## src/rtl/debounce_pkg.sv

```systemverilog
// -----------------------------------------------------------------------------
// debounce_pkg
//   Shared constants and helpers for the button conditioning block.
//   - Default sample / press / repeat counts derived from CLOCK_FREQ:
//     500 us sample period, 100 ms press qualification, 200 ms auto-repeat.
//   - cnt_width(): width of a counter that must hold values 0..n-1,
//     never narrower than one bit.
//   No ports (package only).
// -----------------------------------------------------------------------------
package debounce_pkg;

  localparam int CLOCK_FREQ       = 125_000_000;
  localparam int SAMPLE_PERIOD_US = 500;
  localparam int PRESS_TIME_MS    = 100;
  localparam int REPEAT_TIME_MS   = 200;

  // 62500 clocks per sample at 125 MHz
  localparam int DEF_SAMPLE_CNT_MAX = (CLOCK_FREQ / 1_000_000) * SAMPLE_PERIOD_US;
  // 200 samples of 500 us = 100 ms
  localparam int DEF_PULSE_CNT_MAX  = (PRESS_TIME_MS * 1000) / SAMPLE_PERIOD_US;
  // 400 samples of 500 us = 200 ms
  localparam int DEF_REPEAT_CNT_MAX = (REPEAT_TIME_MS * 1000) / SAMPLE_PERIOD_US;

  // Bits needed to count 0..n-1; a 1-state counter still gets one bit so
  // that no zero-width vectors are ever declared.
  function automatic int cnt_width(input int n);
    return (n < 2) ? 1 : $clog2(n);
  endfunction

endpackage

```

## src/rtl/debounce_edge_detector_sync.sv

```systemverilog
// -----------------------------------------------------------------------------
// debounce_edge_detector_sync
//   Two-flop synchronizer bank for asynchronous button inputs.
//   Output lags the raw input by two clock cycles.
//
//   Parameters:
//     WIDTH   number of independent bits
//   Ports:
//     clk     system clock, rising edge
//     rst_n   asynchronous active-low reset, clears both flop stages
//     raw     asynchronous inputs
//     synced  inputs resynchronised to clk
// -----------------------------------------------------------------------------
module debounce_edge_detector_sync
  import debounce_pkg::*;
#(
  parameter int WIDTH = 4
) (
  input  logic             clk,
  input  logic             rst_n,
  input  logic [WIDTH-1:0] raw,
  output logic [WIDTH-1:0] synced
);

  logic [WIDTH-1:0] meta_p0;
  logic [WIDTH-1:0] sync_p1;

  always_ff @(posedge clk or negedge rst_n) begin
    if (!rst_n) begin
      meta_p0 <= '0;
      sync_p1 <= '0;
    end else begin
      // stage 0: may go metastable, never used directly
      meta_p0 <= raw;
      // stage 1: settled copy
      sync_p1 <= meta_p0;
    end
  end

  assign synced = sync_p1;

endmodule

```

## src/rtl/debounce_edge_detector.sv

```systemverilog
// -----------------------------------------------------------------------------
// debounce_edge_detector
//   Per-channel button conditioning: 2-flop synchronizer, sampled saturating
//   debounce and a one-cycle "pressed" pulse on each qualified press.
//   A single sample-tick counter is shared by all channels.
//
//   Optional feature (compile-time macro DEBOUNCE_AUTO_REPEAT_EN):
//     while a channel is held, an extra out_pulse is emitted every
//     REPEAT_CNT_MAX sample ticks after the initial press pulse.
//
//   Parameters:
//     WIDTH           number of channels
//     SAMPLE_CNT_MAX  clocks per sample tick (>= 2)
//     PULSE_CNT_MAX   consecutive high samples that qualify a press (>= 1)
//     REPEAT_CNT_MAX  sample ticks between auto-repeat pulses (>= 1)
//   Ports:
//     clk        system clock, rising edge
//     rst_n      asynchronous active-low reset
//     in         raw asynchronous button inputs, active-high
//     out_level  debounced level per channel
//     out_pulse  one-cycle pulse per qualified press (and repeat)
// -----------------------------------------------------------------------------
module debounce_edge_detector
  import debounce_pkg::*;
#(
  parameter int WIDTH          = 4,
  parameter int SAMPLE_CNT_MAX = DEF_SAMPLE_CNT_MAX,
  parameter int PULSE_CNT_MAX  = DEF_PULSE_CNT_MAX,
  parameter int REPEAT_CNT_MAX = DEF_REPEAT_CNT_MAX
) (
  input  logic             clk,
  input  logic             rst_n,
  input  logic [WIDTH-1:0] in,
  output logic [WIDTH-1:0] out_level,
  output logic [WIDTH-1:0] out_pulse
);

  localparam int SW = cnt_width(SAMPLE_CNT_MAX);
  localparam int PW = cnt_width(PULSE_CNT_MAX + 1);

  localparam logic [SW-1:0] SAMPLE_LAST = SW'(SAMPLE_CNT_MAX - 1);
  localparam logic [PW-1:0] PULSE_MAX   = PW'(PULSE_CNT_MAX);

  // Elaboration-time guard on parameter ranges.
  if (SAMPLE_CNT_MAX < 2) begin : g_bad_sample_cnt
    $error("SAMPLE_CNT_MAX must be at least 2");
  end
  if (PULSE_CNT_MAX < 1) begin : g_bad_pulse_cnt
    $error("PULSE_CNT_MAX must be at least 1");
  end
  if (REPEAT_CNT_MAX < 1) begin : g_bad_repeat_cnt
    $error("REPEAT_CNT_MAX must be at least 1");
  end

  // Saturating increment of a qualification counter.
  function automatic logic [PW-1:0] sat_inc(input logic [PW-1:0] v);
    return (v == PULSE_MAX) ? v : v + 1'b1;
  endfunction

  logic [WIDTH-1:0] in_sync;
  logic [SW-1:0]    sample_cnt;
  logic             sample_tick;
  logic [PW-1:0]    cnt      [WIDTH];
  logic [PW-1:0]    cnt_next [WIDTH];
  logic [WIDTH-1:0] qualified;
  logic [WIDTH-1:0] press;
  logic [WIDTH-1:0] pulse_next;
  logic [WIDTH-1:0] level;
  logic [WIDTH-1:0] pulse;

  // stage: synchronizer
  debounce_edge_detector_sync #(
    .WIDTH (WIDTH)
  ) u_sync (
    .clk    (clk),
    .rst_n  (rst_n),
    .raw    (in),
    .synced (in_sync)
  );

  // stage: shared sample tick
  assign sample_tick = (sample_cnt == SAMPLE_LAST);

  always_ff @(posedge clk or negedge rst_n) begin
    if (!rst_n) begin
      sample_cnt <= '0;
    end else if (sample_tick) begin
      sample_cnt <= '0;
    end else begin
      sample_cnt <= sample_cnt + 1'b1;
    end
  end

  // stage: per-channel qualification counters
  always_comb begin
    for (int i = 0; i < WIDTH; i++) begin
      cnt_next[i] = cnt[i];
      if (sample_tick) begin
        cnt_next[i] = in_sync[i] ? sat_inc(cnt[i]) : '0;
      end
      qualified[i] = (cnt_next[i] == PULSE_MAX);
    end
  end

  always_ff @(posedge clk or negedge rst_n) begin
    if (!rst_n) begin
      for (int i = 0; i < WIDTH; i++) begin
        cnt[i] <= '0;
      end
    end else begin
      for (int i = 0; i < WIDTH; i++) begin
        cnt[i] <= cnt_next[i];
      end
    end
  end

  // The level register is loaded from the next counter value so that it
  // moves on the same edge as the counter, one cycle after the tick.
  // Between ticks qualified equals level, so press can only fire on a tick.
  assign press = qualified & ~level;

`ifdef DEBOUNCE_AUTO_REPEAT_EN
  localparam int RW = cnt_width(REPEAT_CNT_MAX);
  localparam logic [RW-1:0] REPEAT_LAST = RW'(REPEAT_CNT_MAX - 1);

  logic [RW-1:0]    rep      [WIDTH];
  logic [RW-1:0]    rep_next [WIDTH];
  logic [WIDTH-1:0] rep_fire;

  // stage: auto-repeat counters, running only while the level is held
  always_comb begin
    for (int i = 0; i < WIDTH; i++) begin
      rep_next[i] = rep[i];
      rep_fire[i] = 1'b0;
      if (!level[i]) begin
        rep_next[i] = '0;
      end else if (sample_tick && qualified[i]) begin
        // a tick that samples low ends the hold instead of repeating
        if (rep[i] == REPEAT_LAST) begin
          rep_next[i] = '0;
          rep_fire[i] = 1'b1;
        end else begin
          rep_next[i] = rep[i] + 1'b1;
        end
      end
    end
  end

  always_ff @(posedge clk or negedge rst_n) begin
    if (!rst_n) begin
      for (int i = 0; i < WIDTH; i++) begin
        rep[i] <= '0;
      end
    end else begin
      for (int i = 0; i < WIDTH; i++) begin
        rep[i] <= rep_next[i];
      end
    end
  end

  assign pulse_next = press | rep_fire;
`else
  assign pulse_next = press;
`endif

  // stage: registered outputs
  always_ff @(posedge clk or negedge rst_n) begin
    if (!rst_n) begin
      level <= '0;
      pulse <= '0;
    end else begin
      level <= qualified;
      pulse <= pulse_next;
    end
  end

  assign out_level = level;
  assign out_pulse = pulse;

endmodule

```

## config.mk

```make
export PLATFORM = sky130hd
export DESIGN_NAME = debounce_edge_detector
export DESIGN_NICKNAME = d
export VERILOG_FILES = /design/src/rtl/debounce_pkg.sv /design/src/rtl/debounce_edge_detector_sync.sv /design/src/rtl/debounce_edge_detector.sv
export SDC_FILE = /design/constraint.sdc
export NUM_CORES = 1
export LEC_CHECK = 0
export CORE_UTILIZATION = 37
export CTS_CLUSTER_SIZE = 12
export DETAILED_ROUTE_END_ITERATION = 8
export DONT_BUFFER_PORTS = 1
export REMOVE_ABC_BUFFERS = 1
export SLEW_MARGIN = 20
export SYNTH_ARGS = -nofsm -noshare
export SYNTH_HDL_FRONTEND = slang
export SYNTH_SLANG_ARGS = --single-unit
```

## constraint.sdc

```tcl
create_clock -name clk -period 2.1 [get_ports clk]
set_clock_uncertainty 0.05 [all_clocks]
set_input_delay 0.21 -clock clk [delete_from_list [all_inputs] [get_ports clk]]
set_output_delay 0.21 -clock clk [all_outputs]
set_load 0.02 [all_outputs]
```

==> results_dict.tcl <==
set metrics [dict create \
    status "finished, violations left" \
    violations "negative setup slack" \
    finalHoldWorstSlack_ns 0.2959 \
    ys_seq_elements 64 \
    synth_area_sq_um 3236 \
    tritoncts "yes" \
    clockRootBuffer "clkbuf_8" \
    async_flop_share 1.000 \
    grt_pass1_vias 2705 \
    coreArea_sq_um 8341 \
    drc 0 \
    drt-total-wl_mm 7.459 \
    relSlewSlack 0.7522 \
    ys_dominant_reg_cell "dfrtp_1" \
    synth_edf_count 0 \
    critical_path_required_ns 2.29 \
    setup_viol 9 \
    yosys-top-cells-area "dfrtp_1, nand2_1, o21ai_0" \
    met3_usage 0.04226 \
    synth_top_area_frac 0.4950 \
    vias_per_cell 5.306 \
    yosysSeqAreaShare 0.4950 \
    port_buffers 0 \
    slew_violations 0 \
    rrSetupSlack_ns -0.25 \
    ir_worst_vdd_uv 492.8 \
    antenna_found_initial 0 \
    layout.nets 432 \
    wl_per_cell_um 14.15 \
    clk_path_buf_depth 2 \
    cts.sinks 64 \
    dieHeight_um 95.52 \
    drive_gt1_frac 0.3246 \
    critPathCaptureType "register" \
    gp_congestion 0.7996 \
    avgSynthCellArea_sq_um 9.835 \
    io_pins 14 \
    most-common-layout-cells "buf_4, dfrtp_1, nand2_1" \
    rsz0062_at_grt "yes" \
    grt_max_degree 65 \
    grt_pass1_wl_mm 12.33 \
    report.final.hold_viol_count 0 \
    worstPathMaxFanout 5 \
    post-route-period-util 1.119 \
    numCtsBuffers 9 \
    holdPathEnd "u_sync.synced[1]$_DFF_PN0_" \
    grtUsageMet1 0.2308 \
    r2r_end "out_pulse[2]$_DFF_PN0_" \
    cp-start-kind "register" \
    instances_no_fill 527 \
    fillers 735 \
    htree_num_levels 3 \
    p_leak_nw 2.062 \
    fp.dieArea_sq_um 9123 \
    start_util 0.3879 \
    grt.busiest_layer "met2" \
    pre_cts_slack_ns -0.3577 \
    clk_pin_slew_ns 0.07 \
    drt_iter0_markers 135 \
    synth_cell_types 53 \
    rows 33 \
    max_freq_mhz 425.6 \
    r2r_start "sample_cnt[0]$_DFF_PN0_" \
    total_power_mw 2.318 \
    dpl.cell_count 495 \
    firstDrtPassIters 4 \
    powerDensity_nw_per_um2 522.2 \
    die_width_um 95.52 \
    area_growth_pct 37.16 \
    insertion_delay_ns 0.34 \
    hold_path.class "register to register" \
    hpwl_mm 4.971 \
    via_count 2796 \
    final_common_cell "buf_4" \
    whs_path_depth 0 \
    cp_data_arrival_time_ns 2.54 \
    tightest_slew_ns 0.3717 \
    drtAntennaViolNets 0 \
    yosysWarningCount 0 \
    fin_crit_ns 2.350 \
    setup_tns_ns -1.507 \
    yosysTopAreaCell "dfrtp_1" \
    drv_cap 0 \
    diodes 0 \
    grt-ovfl-total 0 \
    min_from "u_sync.meta_p0[1]$_DFF_PN0_" \
    globalRouteMet2Util 0.2798 \
    critical_path_class "register to register" \
    synthCells 329 \
    grt_usage 0.1766 \
    finalWorstSetupSlack_ns -0.2497 \
    ff2ff_path_depth 7 \
]
-- cell families (layout without fill, tap and decap cells) --
| group | count (synthesis) | count (layout) | synth area share |
|---|---|---|---|
| flip-flops | 64 | 64 | 0.4950 |
| XOR/XNOR | 13 | 13 | 0.03519 |
| adder cells (fa/ha/maj) | 9 | 9 | 0.03480 |
| AND/OR/NAND/NOR | 149 | 149 | 0.2552 |
| buffers and inverters | 27 | 120 | 0.03326 |
| multiplexers | 3 | 3 | 0.009667 |
| AO/OA/AOI/OAI | 64 | 64 | 0.1369 |
-- cells in the mapped netlist, types with 4 or more instances --
library cell	count
dfrtp_1	64
nand2_1	42
o21ai_0	29
nor2_1	19
nand3_1	18
inv_1	16
nor3_1	10
ha_1	9
and3_1	7
clkbuf_1	7
xnor2_1	7
a21oi_1	6
a32o_1	6
nand3b_1	6
nand4_1	6
nor4_1	6
xor2_1	6
nand2b_1	4
or4_1	4
-- final cells by class --
cell class                 count  area [sq um]  area share
timing repair buffer          88         740.7      0.1669
inverter                      16         60.06     0.01353
sequential                    64          1602      0.3609
clock buffer                  12         135.1     0.03045
multi-input combinational    238          1724      0.3885
clock inverter                 4         45.04     0.01015
tap                          105         131.4     0.02960
-- worst max path at each step --
stage / start / endpoint / slack [ns] / depth (start not counted)
after floorplan: sample_cnt[0]$_DFF_PN0_ / out_pulse[2]$_DFF_PN0_ / -0.65 / 7
after global placement: cnt[9]$_DFF_PN0_ / out_pulse[2]$_DFF_PN0_ / -0.25 / 8
after detailed placement: sample_cnt[0]$_DFF_PN0_ / out_pulse[0]$_DFF_PN0_ / -0.36 / 8
after CTS: sample_cnt[0]$_DFF_PN0_ / out_pulse[2]$_DFF_PN0_ / -0.26 / 7
after global routing: sample_cnt[1]$_DFF_PN0_ / out_pulse[2]$_DFF_PN0_ / -0.37 / 7
final: sample_cnt[0]$_DFF_PN0_ / out_pulse[2]$_DFF_PN0_ / -0.25 / 7
-- registers in the layout (all words and copies together) (netlist names) --
register and cells:
out_level 4, u_sync.synced 4, u_sync.meta_p0 4, sample_cnt 16, out_pulse 4, cnt 32
-- timing repair --
item,CTS,global route
endpoints found under the setup margin,9,20
hold endpoints to repair,68,0
gates cloned,0,1
buffers inserted,2,7
gates resized for setup,14,39
hold buffers,6,0
pin swaps,6,9
-- power by group --
part           leakage, nW  internal (mW)  switching, mW
combinational         1.11         0.0218         0.0406
clock               0.0941          0.544          0.465
sequential           0.862           1.24        0.00657
total                 2.06           1.81          0.512
-- metal layers --
layer / share of wire / up-vias
met5: 0 / -
met4: 0.016 / 0
met3: 0.038 / 10
met2: 0.49 / 56
met1: 0.45 / 1347
li1: - / 1383
-- critical path, stage by stage (launching register included) --
cell and delay [ns]:
dfrtp_1 0.36, ha_2 0.19, nor4b_4 0.22, and4_4 0.31, o21ai_0 0.10, a32o_1 0.23, or4b_4 0.54, nor4_4 0.26
-- per-stage QoR --
step           cell area, sq um    util
6_report                   4438  0.5321
3_5_place_dp               3860  0.4628
4_1_cts                    4197  0.5032
2_1_floorplan              3188       -
3_3_place_gp               3860  0.4628
5_1_grt                    4438  0.5321
(Power assumes the default switching activity.)
